**config.mk**
```make
export PLATFORM = sky130hd
export DESIGN_NAME = mm_result_drain
export DESIGN_NICKNAME = d
export VERILOG_FILES = /design/src/rtl/mm_result_drain.sv
export SDC_FILE = /design/constraint.sdc
export NUM_CORES = 1
export LEC_CHECK = 0
export CAP_MARGIN = 5
export CORE_AREA = 2 2 147 149
export CTS_BUF_LIST = sky130_fd_sc_hd__clkbuf_2
export DETAILED_ROUTE_END_ITERATION = 10
export DIE_AREA = 0 0 149 151
export GPL_ROUTABILITY_DRIVEN = 0
export PLACE_DENSITY = 0.77
export SYNTH_ARGS = -nofsm -noshare
export SYNTH_HDL_FRONTEND = slang
export SYNTH_SLANG_ARGS = --single-unit
```
**constraint.sdc**
```tcl
create_clock -name clk -period 3.4 [get_ports clk]
set_input_delay 0.68 -clock clk [delete_from_list [all_inputs] [get_ports clk]]
set_output_delay 0.68 -clock clk [all_outputs]
set_load 0.02 [all_outputs]
```
**src/rtl/mm_result_drain.sv**
```systemverilog
`timescale 1ns/1ps
// ---------------------------------------------------------------------------
// Module: MmResultDrain (mm_result_drain)
//
// Purpose
//   Collects finished output tiles from the systolic matmul stage, buffers
//   them in a small tile FIFO and streams each tile out one word per
//   valid/ready beat. Lane 0 of a tile goes out first. m_last marks the
//   final lane. The matmul stage cannot be back-pressured, so this block
//   raises stall_req early enough that upstream can stop enable_matmul
//   before the FIFO overflows.
//
// Ports
//   clk        in   clock, everything updates on the rising edge
//   rst        in   synchronous active-high reset (also zeroes tiles_out)
//   clear      in   synchronous flush: empties FIFO, lane index and overflow
//   in_valid   in   one-cycle pulse, in_data carries a complete tile
//   in_data    in   NUM_LANES*DATA_WIDTH, lane k at [k*DATA_WIDTH +: DATA_WIDTH]
//   stall_req  out  FIFO holds DEPTH-1 or more tiles, upstream must hold off
//   m_valid    out  an output word is available
//   m_ready    in   consumer takes the current word this cycle
//   m_data     out  head tile, current lane
//   m_last     out  current word is the last lane of the head tile
//   overflow   out  sticky flag, a tile arrived while the FIFO was full
//   tiles_out  out  number of tiles fully drained, wraps naturally
// ---------------------------------------------------------------------------
module mm_result_drain #(
   parameter int NUM_LANES  = 4,
   parameter int DATA_WIDTH = 16,
   parameter int DEPTH      = 4,
   parameter int CNT_WIDTH  = 16
) (
   input  logic                            clk,
   input  logic                            rst,
   input  logic                            clear,
   input  logic                            in_valid,
   input  logic [NUM_LANES*DATA_WIDTH-1:0] in_data,
   output logic                            stall_req,
   output logic                            m_valid,
   input  logic                            m_ready,
   output logic [DATA_WIDTH-1:0]           m_data,
   output logic                            m_last,
   output logic                            overflow,
   output logic [CNT_WIDTH-1:0]            tiles_out
);

   localparam int PTR_W  = $clog2(DEPTH);
   localparam int CNT_W  = $clog2(DEPTH + 1);
   localparam int LANE_W = (NUM_LANES > 1) ? $clog2(NUM_LANES) : 1;

   localparam logic [CNT_W-1:0]  FULL_CNT  = CNT_W'(DEPTH);
   localparam logic [CNT_W-1:0]  STALL_CNT = CNT_W'(DEPTH - 1);
   localparam logic [LANE_W-1:0] LAST_LANE = LANE_W'(NUM_LANES - 1);

   // A tile viewed as an array of lanes; the packed layout places lane k at
   // [k*DATA_WIDTH +: DATA_WIDTH], exactly like in_data.
   typedef logic [NUM_LANES-1:0][DATA_WIDTH-1:0] tile_t;

   tile_t               mem_q [DEPTH];

   logic [PTR_W-1:0]     wr_ptr_q,   wr_ptr_d;
   logic [PTR_W-1:0]     rd_ptr_q,   rd_ptr_d;
   logic [CNT_W-1:0]     count_q,    count_d;
   logic [LANE_W-1:0]    lane_q,     lane_d;
   logic                 overflow_q, overflow_d;
   logic [CNT_WIDTH-1:0] tiles_q,    tiles_d;

   logic notEmpty;
   logic isFull;
   logic onLastLane;
   logic beat;
   logic pop;
   logic push;
   logic drop;

   // Handshake decode. A pop is only the beat that retires the last lane of
   // the head tile; freeing that slot lets a tile arriving in the same cycle
   // into a full FIFO instead of being dropped.
   always_comb begin
      notEmpty   = (count_q != '0);
      isFull     = (count_q == FULL_CNT);
      onLastLane = (lane_q == LAST_LANE);
      beat       = notEmpty && m_ready;
      pop        = beat && onLastLane;
      push       = in_valid && (!isFull || pop);
      drop       = in_valid && isFull && !pop;
   end

   // Next-state for pointers, occupancy, lane position and status. Pointers
   // wrap for free because DEPTH is a power of two. A simultaneous push and
   // pop leaves the occupancy unchanged.
   always_comb begin
      wr_ptr_d   = wr_ptr_q;
      rd_ptr_d   = rd_ptr_q;
      count_d    = count_q;
      lane_d     = lane_q;
      overflow_d = overflow_q;
      tiles_d    = tiles_q;

      if (push) begin
         wr_ptr_d = wr_ptr_q + PTR_W'(1);
      end

      if (beat) begin
         if (onLastLane) begin
            lane_d = '0;
         end else begin
            lane_d = lane_q + LANE_W'(1);
         end
      end

      if (pop) begin
         rd_ptr_d = rd_ptr_q + PTR_W'(1);
         tiles_d  = tiles_q + CNT_WIDTH'(1);
      end

      case ({push, pop})
         2'b10:   count_d = count_q + CNT_W'(1);
         2'b01:   count_d = count_q - CNT_W'(1);
         default: count_d = count_q;
      endcase

      if (drop) begin
         overflow_d = 1'b1;
      end
   end

   // Control state register. Reset and clear both flush the FIFO and win
   // over any traffic in that cycle; only reset forgets the drained-tile
   // count so software can keep a running total across flushes.
   always_ff @(posedge clk) begin
      if (rst) begin
         wr_ptr_q   <= '0;
         rd_ptr_q   <= '0;
         count_q    <= '0;
         lane_q     <= '0;
         overflow_q <= 1'b0;
         tiles_q    <= '0;
      end else if (clear) begin
         wr_ptr_q   <= '0;
         rd_ptr_q   <= '0;
         count_q    <= '0;
         lane_q     <= '0;
         overflow_q <= 1'b0;
      end else begin
         wr_ptr_q   <= wr_ptr_d;
         rd_ptr_q   <= rd_ptr_d;
         count_q    <= count_d;
         lane_q     <= lane_d;
         overflow_q <= overflow_d;
         tiles_q    <= tiles_d;
      end
   end

   // Tile storage has no reset; entries are only ever read once the
   // occupancy says they were written. Writes are suppressed in a
   // reset/clear cycle so a flushed push cannot leave a stale tile behind
   // the pointers.
   always_ff @(posedge clk) begin
      if (push && !rst && !clear) begin
         mem_q[wr_ptr_q] <= tile_t'(in_data);
      end
   end

   // Outputs come straight from registered state, so m_data/m_last hold
   // steady while the consumer stalls and m_ready never reaches m_valid.
   always_comb begin
      m_valid   = notEmpty;
      m_data    = mem_q[rd_ptr_q][lane_q];
      m_last    = notEmpty && onLastLane;
      stall_req = (count_q >= STALL_CNT);
      overflow  = overflow_q;
      tiles_out = tiles_q;
   end

endmodule

```
==> results.ini, run 1 <==
[pwr]
p_per_area_nw_per_um2 = 473
p_sw_mw = 1.40
p_int_mw = 4.94
p_comb_frac = 0.039
power_frac_seq = 0.606
clkPwrFrac = 0.355
ir_drop_mv = 0.286
swShare = 0.221
power_leakage_nw = 4.39

[clocking]
cts_tree = done
clock_latency_ns = 0.80
clock_path_buffers = 3
clk_pin_slew_ns = 0.09
numCtsBuffers = 70
cts.sinks = 284
hold_buffers = 0
cts-htree-levels = 3
clockRootBuffer = clkbuf_2

[logic_synthesis]
yosysWarnings = 0
synth_edf_count = 256
netlist_area_um2 = 11000
syn_avg_cell_area_um2 = 19.6
netlist_top_cells_area = edfxtp_1, mux4_2, dfxtp_1
yosysTopAreaCellShare = 0.700
yosysMostFrequentCell = edfxtp_1
ys_top_cells_by_count = edfxtp_1, mux4_2, a22oi_1, dfxtp_1, nand2_1
synth_seq_cells = 284
syn_nets = 636
syn_inst = 560
synthArstFlopShare = 0
seq_area_frac_synth = 0.751
yosysTopAreaCell = edfxtp_1
synth_flop_cell = edfxtp_1
synth.distinct_cells = 45

[global_route]
antenna_found_initial = 4
grt_pass1_vias = 6461
track_usage = 0.214
grt_pass1_wl_um = 35500
grt_max_degree = 54
grt-ovfl-total = 0

[worst_setup_path]
critical_path.startpoint_type = register
reg2reg_from = lane_q[0]$_SDFFE_PP0N_
criticalPathCategory = reg -> out
critPathArrivalTime_ns = 2.58
worstPathMaxFanout = 15
r2r_cells = 6
end_kind = output port
critical_path_required_ns = 2.72

[timing]
timing.hold.ws_ns = 0.493
min_period_ns = 3.26
finClkSkew_ns = 0.0642
period_share = 0.959
drv_slew = 0
max_freq_mhz = 307
relSlewSlack = 0.517
hold_viol = 0
setup_viol = 0
tightest_slew_ns = 0.718

[route]
drtIter0Drc = 476
drt-pass1-iter-count = 4
vias = 6159
drt_wl_total_um = 23200
vias_per_cell = 5.75
ant_nets = 0
wl_per_cell_um = 21.7
drc_errors = 0

[floorplan]
rows = 53
core-area_um2 = 20800
dieArea_um2 = 22500
die_h_um = 151
start_util = 0.528
ios = 105
die_x_um = 149

[cells_and_area]
syn2layout_area_growth_pct = 21.9
nets = 827
layout-drive-gt1-share = 0.309
fin_cells = 1071
fill_cells = 1465

[worst_hold_path]
hp-start = overflow$_SDFFE_PP0P_
worstHoldPathType = reg -> reg
hold_depth = 2

[place]
dp_cells = 936
port_buffers = 104
dp_hpwl_um = 14700

[job]
cap_violations = 0

[status]
status = finished clean

==> cell usage in the layout, fill, tap and decap left out, types with 5 or more instances in the layout <==
cell and n:
edfxtp_1 256, clkbuf_2 96, clkdlybuf4s50_1 88, mux4_2 64, buf_4 29, nand2_1 27, dfxtp_1 26, a22oi_1 19
nor2_1 19, a22oi_2 13, clkinv_1 11, buf_12 11, inv_1 10, a21oi_1 10, xnor2_1 10, nand3_1 9
buf_2 8, ha_1 6, o21ai_0 5
==> path summary, 6_finish.rpt <==
| path | endpoint | slack (ns) |
|---|---|---|
| worst max-delay path | m_data[2] | 0.14 |
| worst min-delay path | overflow$_SDFFE_PP0P_ | 0.49 |
| worst max register to register | mem_q[2][16]$_DFFE_PP_ | 1.00 |
| worst min register to register | overflow$_SDFFE_PP0P_ | 0.49 |
==> what timing repair did <==
action / CTS / global route
endpoints found under the setup margin: 16 / 12
buffers inserted: 17 / 2
resized for setup: 52 / 12
pin swaps: 1 / 3
==> cell type report <==
| class | count | area [um2] | share of cell area |
|---|---|---|---|
| diodes | 2 | 5.00 | 0.000374 |
| clock buffers | 96 | 480 | 0.0359 |
| clock inverters | 19 | 161 | 0.0120 |
| inverters | 10 | 37.5 | 0.00280 |
| multi-input cells | 240 | 2670 | 0.199 |
| flip-flops and latches | 284 | 8250 | 0.616 |
| well taps | 275 | 344 | 0.0257 |
| repair buffers | 145 | 1450 | 0.108 |
==> per-stage QoR <==
stage          instance area, um2  utilization  total power, mW  setup slack [ns]   TNS, ns
4_1_cts                     13400        0.641             6.41           -0.0183   -0.0183
2_1_floorplan               11000            -             4.00             0.128         0
3_3_place_gp                12600        0.603             4.16             0.451         0
6_report                    13400        0.643             6.34             0.138         0
5_1_grt                     13400        0.643             6.63          -0.00114  -0.00114
3_5_place_dp                12600        0.603             4.17             0.417         0
==> power groups by stage <==
stage | clock [mW] | sequential, mW | combinational, mW
2_1_floorplan | 0 | 3.92 | 0.0824
3_3_place_gp | 0 | 3.92 | 0.238
3_5_place_dp | 0 | 3.92 | 0.248
4_1_cts | 2.32 | 3.84 | 0.244
5_1_grt | 2.53 | 3.85 | 0.261
6_report | 2.25 | 3.84 | 0.246
==> flip-flops by register name, indices dropped and copies added (netlist names), named ones only <==
name	flops
mem_q	256
tiles_out	16
count_q	3
lane_q	2
rd_ptr_q	2
wr_ptr_q	2
overflow	1
==> cell families (layout without fill, tap and decap cells) <==
kind of cell    after synthesis  count (layout)  synth area share
flops                       284             284             0.751
simple gates                 96              96            0.0469
mux                          66              66             0.133
compound gates               60              60            0.0387
buf+inv                      36             270            0.0132
xor+xnor                     11              11           0.00877
fa+ha+maj                     7               7           0.00865
other cells                   0               2                 0
==> layer usage <==
layer,track usage,part of all wire
met1,0.277,0.40
met2,0.345,0.50
met3,0.0627,0.083
met4,0.0843,0.020
met5,0,0.0011
==> worst max-delay path, stage by stage (launching register included) <==
cell and delay, ns:
dfxtp_4 0.38, buf_4 0.12, buf_12 0.16, mux4_2 0.50, a22oi_1 0.20, nand2_1 0.12, clkdlybuf4s15_1 0.31
No activity file was read; power rests on OpenSTA's default activity.
==> run 2: changes to the inputs <==
ABC_AREA = 1   (was default)
CORE_AREA = 2 2 144 146   (was 2 2 147 149)
DIE_AREA = 0 0 146 148   (was 0 0 149 151)
PLACE_DENSITY = 0.82   (was 0.77)
clock period = 3.8 ns   (was 3.4 ns; I/O delays follow)
==> run 2 against run 1 <==
Clock power is 13% lower. Flip-flop and latch count did not move. Synthesized cell count increased by 85%. Register-to-register slack got worse by 0.14 ns. Cell count up 40%. Setup slack gained 0.031 ns. Count of clock-buffer cells in the layout increased by 7. Die area decreased by 4.0%. Power fell by 11%. Combinational power hardly changed. Synthesized area up 8.3%. Cell area is 4.0% higher. Critical endpoint is now m_data[8]. Largest power group unchanged. Highest routed layer is now met4.
==> results.ini, run 2 <==
[status]
status = finished clean

[worst_setup_path]
critical_path_required_ns = 3.04  ; +0.32 ns
worstPathMaxFanout = 33  ; +18
critPathArrivalTime_ns = 2.87  ; +0.29 ns
critical_path.startpoint_type = register
criticalPathCategory = reg -> out
end_kind = output port

[timing]
relSlewSlack = 0.616  ; +0.0988
tightest_slew_ns = 0.576  ; -0.142 ns
rsz0062_at_grt = false
period_share = 0.956
drv_slew = 0  ; unchanged
max_freq_mhz = 275
setup_viol = 0  ; unchanged
min_period_ns = 3.63
hold_viol = 0  ; unchanged
finClkSkew_ns = 0.0580  ; -0.00624 ns

[route]
vias_per_cell = 5.50  ; -4.3%
wl_per_cell_um = 17.8  ; -18%
vias = 8246  ; +34%
drt-pass1-iter-count = 6  ; +2
ant_nets = 0  ; unchanged
drt_wl_total_um = 26700  ; +15%
drc_errors = 0  ; unchanged
drtIter0Drc = 658  ; +38%

[floorplan]
dieArea_um2 = 21600  ; -4.0%
core-area_um2 = 20000  ; -3.8%
die_x_um = 146  ; -2.0%
rows = 52  ; -1.9%
start_util = 0.594  ; +0.0661
die_h_um = 148  ; -2.0%
ios = 105  ; unchanged

[logic_synthesis]
ys_top_cells_by_count = edfxtp_1, inv_1, nand2_1, nand3_1, a21oi_1
yosysTopAreaCellShare = 0.646  ; -0.0536
synthArstFlopShare = 0  ; unchanged
netlist_area_um2 = 11900  ; +8.3%
syn_avg_cell_area_um2 = 11.5  ; -42%
syn_nets = 1113  ; +75%
netlist_top_cells_area = edfxtp_1, inv_1, dfxtp_1
synth_flop_cell = edfxtp_1
yosysMostFrequentCell = edfxtp_1
seq_area_frac_synth = 0.693  ; -0.0575
synth.distinct_cells = 28  ; -38%
syn_inst = 1037  ; +85%
synth_edf_count = 256  ; unchanged
synth_seq_cells = 284  ; unchanged
yosysTopAreaCell = edfxtp_1
yosysWarnings = 0  ; unchanged

[global_route]
antenna_found_initial = 2  ; -2
grt_max_degree = 100  ; +85%
track_usage = 0.248  ; +0.0342
grt-ovfl-total = 0  ; unchanged
grt_pass1_wl_um = 41300  ; +16%
grt_pass1_vias = 7891  ; +22%

[pwr]
p_int_mw = 4.33  ; -12%
p_sw_mw = 1.32  ; -5.9%
p_total_mw = 5.64  ; -11%
p_per_area_nw_per_um2 = 405  ; -14%
power_leakage_nw = 4.99  ; +14%
ir_drop_mv = 0.266  ; -7.2%
p_comb_frac = 0.043  ; +0.004
power_frac_seq = 0.609  ; +0.003
clkPwrFrac = 0.348  ; -0.007
swShare = 0.233  ; +0.0127

[cells_and_area]
syn2layout_area_growth_pct = 17.1
regMostFlops = mem_q
nets = 1257  ; +52%
utilization = 0.695  ; +0.0517
fill_cells = 1440  ; -1.7%
register_area_um2 = 8260  ; about the same
layout_commonest_cell = edfxtp_1
largest_register_ff_count = 256  ; unchanged
multi_input_area_um2 = 2780  ; +4.2%
layout-drive-gt1-share = 0.122  ; -0.186
final_cell_mix = edfxtp_1, inv_1, nand2_1

[clocking]
cts_tree = done
clock_latency_ns = 0.82  ; +0.02 ns
clk_pin_slew_ns = 0.10  ; about the same
hold_buffers = 0  ; unchanged
clock_path_buffers = 3  ; unchanged
clockRootBuffer = clkbuf_2
cts.sinks = 284  ; unchanged
cts-htree-levels = 3  ; unchanged
numCtsBuffers = 71  ; +1.4%

[place]
dp_hpwl_um = 16400  ; +12%
port_buffers = 104  ; unchanged

[worst_hold_path]
worstHoldPathType = reg -> reg

[job]
cap_violations = 0  ; unchanged

## run 2: kinds of logic after synthesis
family / count (synthesis) / share of synthesized area
flops: 284 / 0.693
compound gates: 224 / 0.108
buf+inv: 214 / 0.0759
xor+xnor: 2 / 0.00147
fa+ha+maj: 7 / 0.00799
simple gates: 306 / 0.113
## run 2: per-stage QoR
stage	hold WS (ns)	setup TNS (ns)	area, um2	setup slack, ns	cells
after floorplan	0.436	-195.83	11900	-0.765	1037
after global placement	0.434	0	13300	0.817	1375
after detailed placement	0.458	0	13300	0.756	1375
after CTS	0.455	0	13900	0.0122	1494
after global routing	0.492	0	13900	0.0392	1498
final	0.462	0	13900	0.169	1499
## run 2: layout make-up
class                           instances  area share
Antenna cell                            2    0.000359
Clock buffer                          103      0.0370
Clock inverter                         16     0.00701
Inverter                              158      0.0428
Multi-Input combinational cell        539       0.199
Sequential cell                       284       0.593
Tap cell                              270      0.0243
Timing Repair Buffer                  127      0.0964
## run 2: power by group through the flow
stage | Sequential, mW | Clock, mW | Combinational (mW)
2_1_floorplan | 3.51 | 0 | 0.0772
3_3_place_gp | 3.51 | 0 | 0.236
3_5_place_dp | 3.51 | 0 | 0.240
4_1_cts | 3.44 | 2.00 | 0.242
5_1_grt | 3.44 | 2.15 | 0.259
6_report | 3.44 | 1.96 | 0.243
## run 2: path summary, 6_finish.rpt
| kind | startpoint | slack, ns | cells past startpoint | endpoint |
|---|---|---|---|---|
| worst min register to register | rd_ptr_q[1]$_SDFFE_PP0N_ | 0.46 | 2 | register |
| worst min-delay path | rd_ptr_q[1]$_SDFFE_PP0N_ | 0.46 | 2 | register |
| worst max-delay path | register | 0.17 | 6 | m_data[8] |
| worst max register to register | lane_q[0]$_SDFFE_PP0N_ | 0.86 | 9 | mem_q[3][2]$_DFFE_PP_ |
## run 2: routing by layer
layer | vias up | wire length [um] | GRT usage
met1 | 3930 | 10700 | 0.313
li1 | 3947 | - | -
met3 | 47 | 1890 | 0.0633
met2 | 322 | 13600 | 0.419
met5 | - | 0 | 0
met4 | 0 | 585 | 0.0908
## run 2: critical path: stages, from the launching register on
cell and delay, ns:
dfxtp_4 0.48, buf_4 0.38, o211ai_1 0.15, nand3_1 0.15, nand3_1 0.17, nand2_1 0.12, clkdlybuf4s50_1 0.61
## run 2: timing repair
item                                    CTS  global route
gates cloned                              0             1
setup buffers                             0             2
resized for setup                         1             1
endpoints found under the setup margin    1            16
pin swaps                                 0             0
==> run 3: changes to the inputs <==
CORE_AREA = 3 3 145 147   (was 2 2 144 146)
DIE_AREA = 0 0 148 150   (was 0 0 146 148)
RECOVER_POWER = 25   (was default)
==> run 3 against run 2 <==
Flip-flop and latch count stayed put. Setup slack improved by 0.0044 ns. Critical endpoint is now m_data[7]. Power fell by 1.2%. Clock power fell by 3%. Via count down 0.62%. Routed wire length fell by 1.7%. Combinational power down 3%. Fmax increased by 0.12%. Largest power group unchanged. First-iteration DRC count grew 1.1%. Hold slack got worse by 0.0070 ns. Highest routed layer is now met5. Die area up 2.7%. Count of clock-buffer cells in the layout rose by 2.
==> results.ini, run 3 (same netlist as run 2, synthesis figures left out) <==
[timing]
rsz0062_at_grt = false
worst_slack_ns = 0.173  ; +0.00439 ns
min_period_ns = 3.63  ; -0.00439 ns
finClkSkew_ns = 0.0583  ; +0.000352 ns
max_freq_mhz = 276  ; +0.12%
setup_viol = 0  ; unchanged
hold_viol = 0  ; unchanged
period_share = 0.954  ; -0.00115
drv_slew = 0  ; unchanged
relSlewSlack = 0.546  ; -0.0698
tightest_slew_ns = 0.676  ; +0.101 ns

[cells_and_area]
layout-drive-gt1-share = 0.119  ; -0.00320
regMostFlops = mem_q
utilization = 0.692  ; -0.00312
final_cell_mix = edfxtp_1, inv_1, nand2_1
nets = 1253  ; -0.32%
final_area_um2 = 13900  ; -0.45%
syn2layout_area_growth_pct = 16.5
layout_commonest_cell = edfxtp_1
largest_register_ff_count = 256  ; unchanged

[global_route]
antenna_found_initial = 4  ; +2
grt_max_degree = 85  ; -15%
grt_pass1_wl_um = 41100  ; -0.65%
grt-ovfl-total = 0  ; unchanged
track_usage = 0.239  ; -0.00861
grt_pass1_vias = 8071  ; +2.3%

[place]
dpl_cell_area_um2 = 13200  ; about the same
port_buffers = 104  ; unchanged
place_ws_ns = 0.736  ; -0.0192 ns
dp_hpwl_um = 15900  ; -2.6%

[worst_setup_path]
end_kind = output port
crit_slowest_cell = dfxtp_4
crit_path_max_incr_delay_ns = 0.55  ; -0.06 ns
reg2reg_from = lane_q[0]$_SDFFE_PP0N_
r2r_cells = 9  ; unchanged
worstReg2RegEnd = mem_q[0][11]$_DFFE_PP_
worstPathMaxFanout = 30  ; -9.1%
critical_path_required_ns = 3.04  ; about the same
reg2reg_setup_slack_ns = 0.90  ; +0.04 ns
critPathArrivalTime_ns = 2.87  ; about the same
path_cells = buf_4, a21oi_1, o21ai_0, nand3_1, nand3_1, nand2_1, clkdlybuf4s50_1
criticalPathCategory = reg -> out
critical_path.startpoint_type = register
critPathMostFrequentCell = nand3_1

[worst_hold_path]
hp-start = rd_ptr_q[0]$_SDFFE_PP0N_
worstHoldPathType = reg -> reg
hold_depth = 1  ; -1

[clocking]
cts_tree = done
numCtsBuffers = 71  ; unchanged
clk_pin_slew_ns = 0.10  ; about the same
clock_path_buffers = 3  ; unchanged
cts.sinks = 284  ; unchanged
clockRootBuffer = clkbuf_2
clock_latency_ns = 0.77  ; -0.05 ns
cts-htree-levels = 3  ; unchanged

[route]
drt_wl_total_um = 26300  ; -1.7%
drtIter0Drc = 665  ; +1.1%
vias_per_cell = 5.50  ; about the same
wl_per_cell_um = 17.6  ; -1.2%
drc_errors = 0  ; unchanged
ant_nets = 0  ; unchanged
drt-pass1-iter-count = 5  ; -1
vias = 8195  ; -0.62%

[pwr]
ir_drop_mv = 0.288  ; +8.2%
power_leakage_nw = 4.97  ; -0.41%
p_per_area_nw_per_um2 = 402  ; -0.71%

[floorplan]
ios = 105  ; unchanged
rows = 52  ; unchanged
die_h_um = 150  ; +1.4%
start_util = 0.594  ; unchanged
dieArea_um2 = 22200  ; +2.7%
core-area_um2 = 20000  ; unchanged
die_x_um = 148  ; +1.4%

[status]
status = finished clean

[job]
cap_violations = 0  ; unchanged

## run 3: area by class of cell
cell class	count	area, um2
sequential	284	8260
fill	1461	6170
multi-input combinational	539	2780
timing repair buffer	123	1300
inverter	158	597
clock buffer	105	526
tap	270	338
clock inverter	9	61.3
antenna	3	7.51
## run 3: layer usage
metal	part of all wire	global-route usage	vias to the layer above	routed length, um
li1	-	-	3938	-
met1	0.40	0.298	3866	10500
met2	0.50	0.402	331	13100
met3	0.076	0.0600	58	2010
met4	0.023	0.101	2	616
met5	0.00049	0	-	13
## run 3: metrics by stage
| stage | std cells | setup TNS [ns] | total power, mW | hold slack [ns] |
|---|---|---|---|---|
| after floorplan | 1037 | -195.83 | 3.59 | 0.436 |
| after global placement | 1372 | 0 | 3.75 | 0.437 |
| after detailed placement | 1372 | 0 | 3.75 | 0.452 |
| after CTS | 1487 | 0 | 5.63 | 0.447 |
| after global routing | 1490 | 0 | 5.82 | 0.512 |
| final | 1491 | 0 | 5.58 | 0.455 |
## run 3: worst max path at each step
stage / startpoint / slack [ns] / to / depth (start not counted)
after global placement: m_ready / 0.77 / mem_q[0][8]$_DFFE_PP_ / 8
after CTS: lane_q[0]$_SDFFE_PP0N_ / 0.08 / m_data[6] / 6
after global routing: register / 0.02 / m_data[7] / 7
after floorplan: rst / -0.76 / mem_q[0][0]$_DFFE_PP_ / 4
final: register / 0.17 / m_data[7] / 7
after detailed placement: m_ready / 0.74 / mem_q[0][58]$_DFFE_PP_ / 8
## run 3: worst max-delay path: cells and delay by family (launching register included)
kind                   cells  cell delay, ns
flip-flops                 1            0.55
buffers and inverters      2            0.89
AND/OR/NAND/NOR            3            0.46
AO/OA/AOI/OAI              2            0.19
## run 3: repair_timing
| item | CTS | global route |
|---|---|---|
| resized for setup | 0 | 1 |
| endpoints found under the setup margin | 1 | 4 |
| buffers inserted | 1 | 1 |
| hold buffers | 0 | 0 |
## run 3: report_power, final
part | internal, mW | switching (mW) | leakage (nW)
sequential | 3.43 | 0.00866 | 2.54
clock | 0.787 | 1.12 | 0.471
combinational | 0.0987 | 0.136 | 1.96
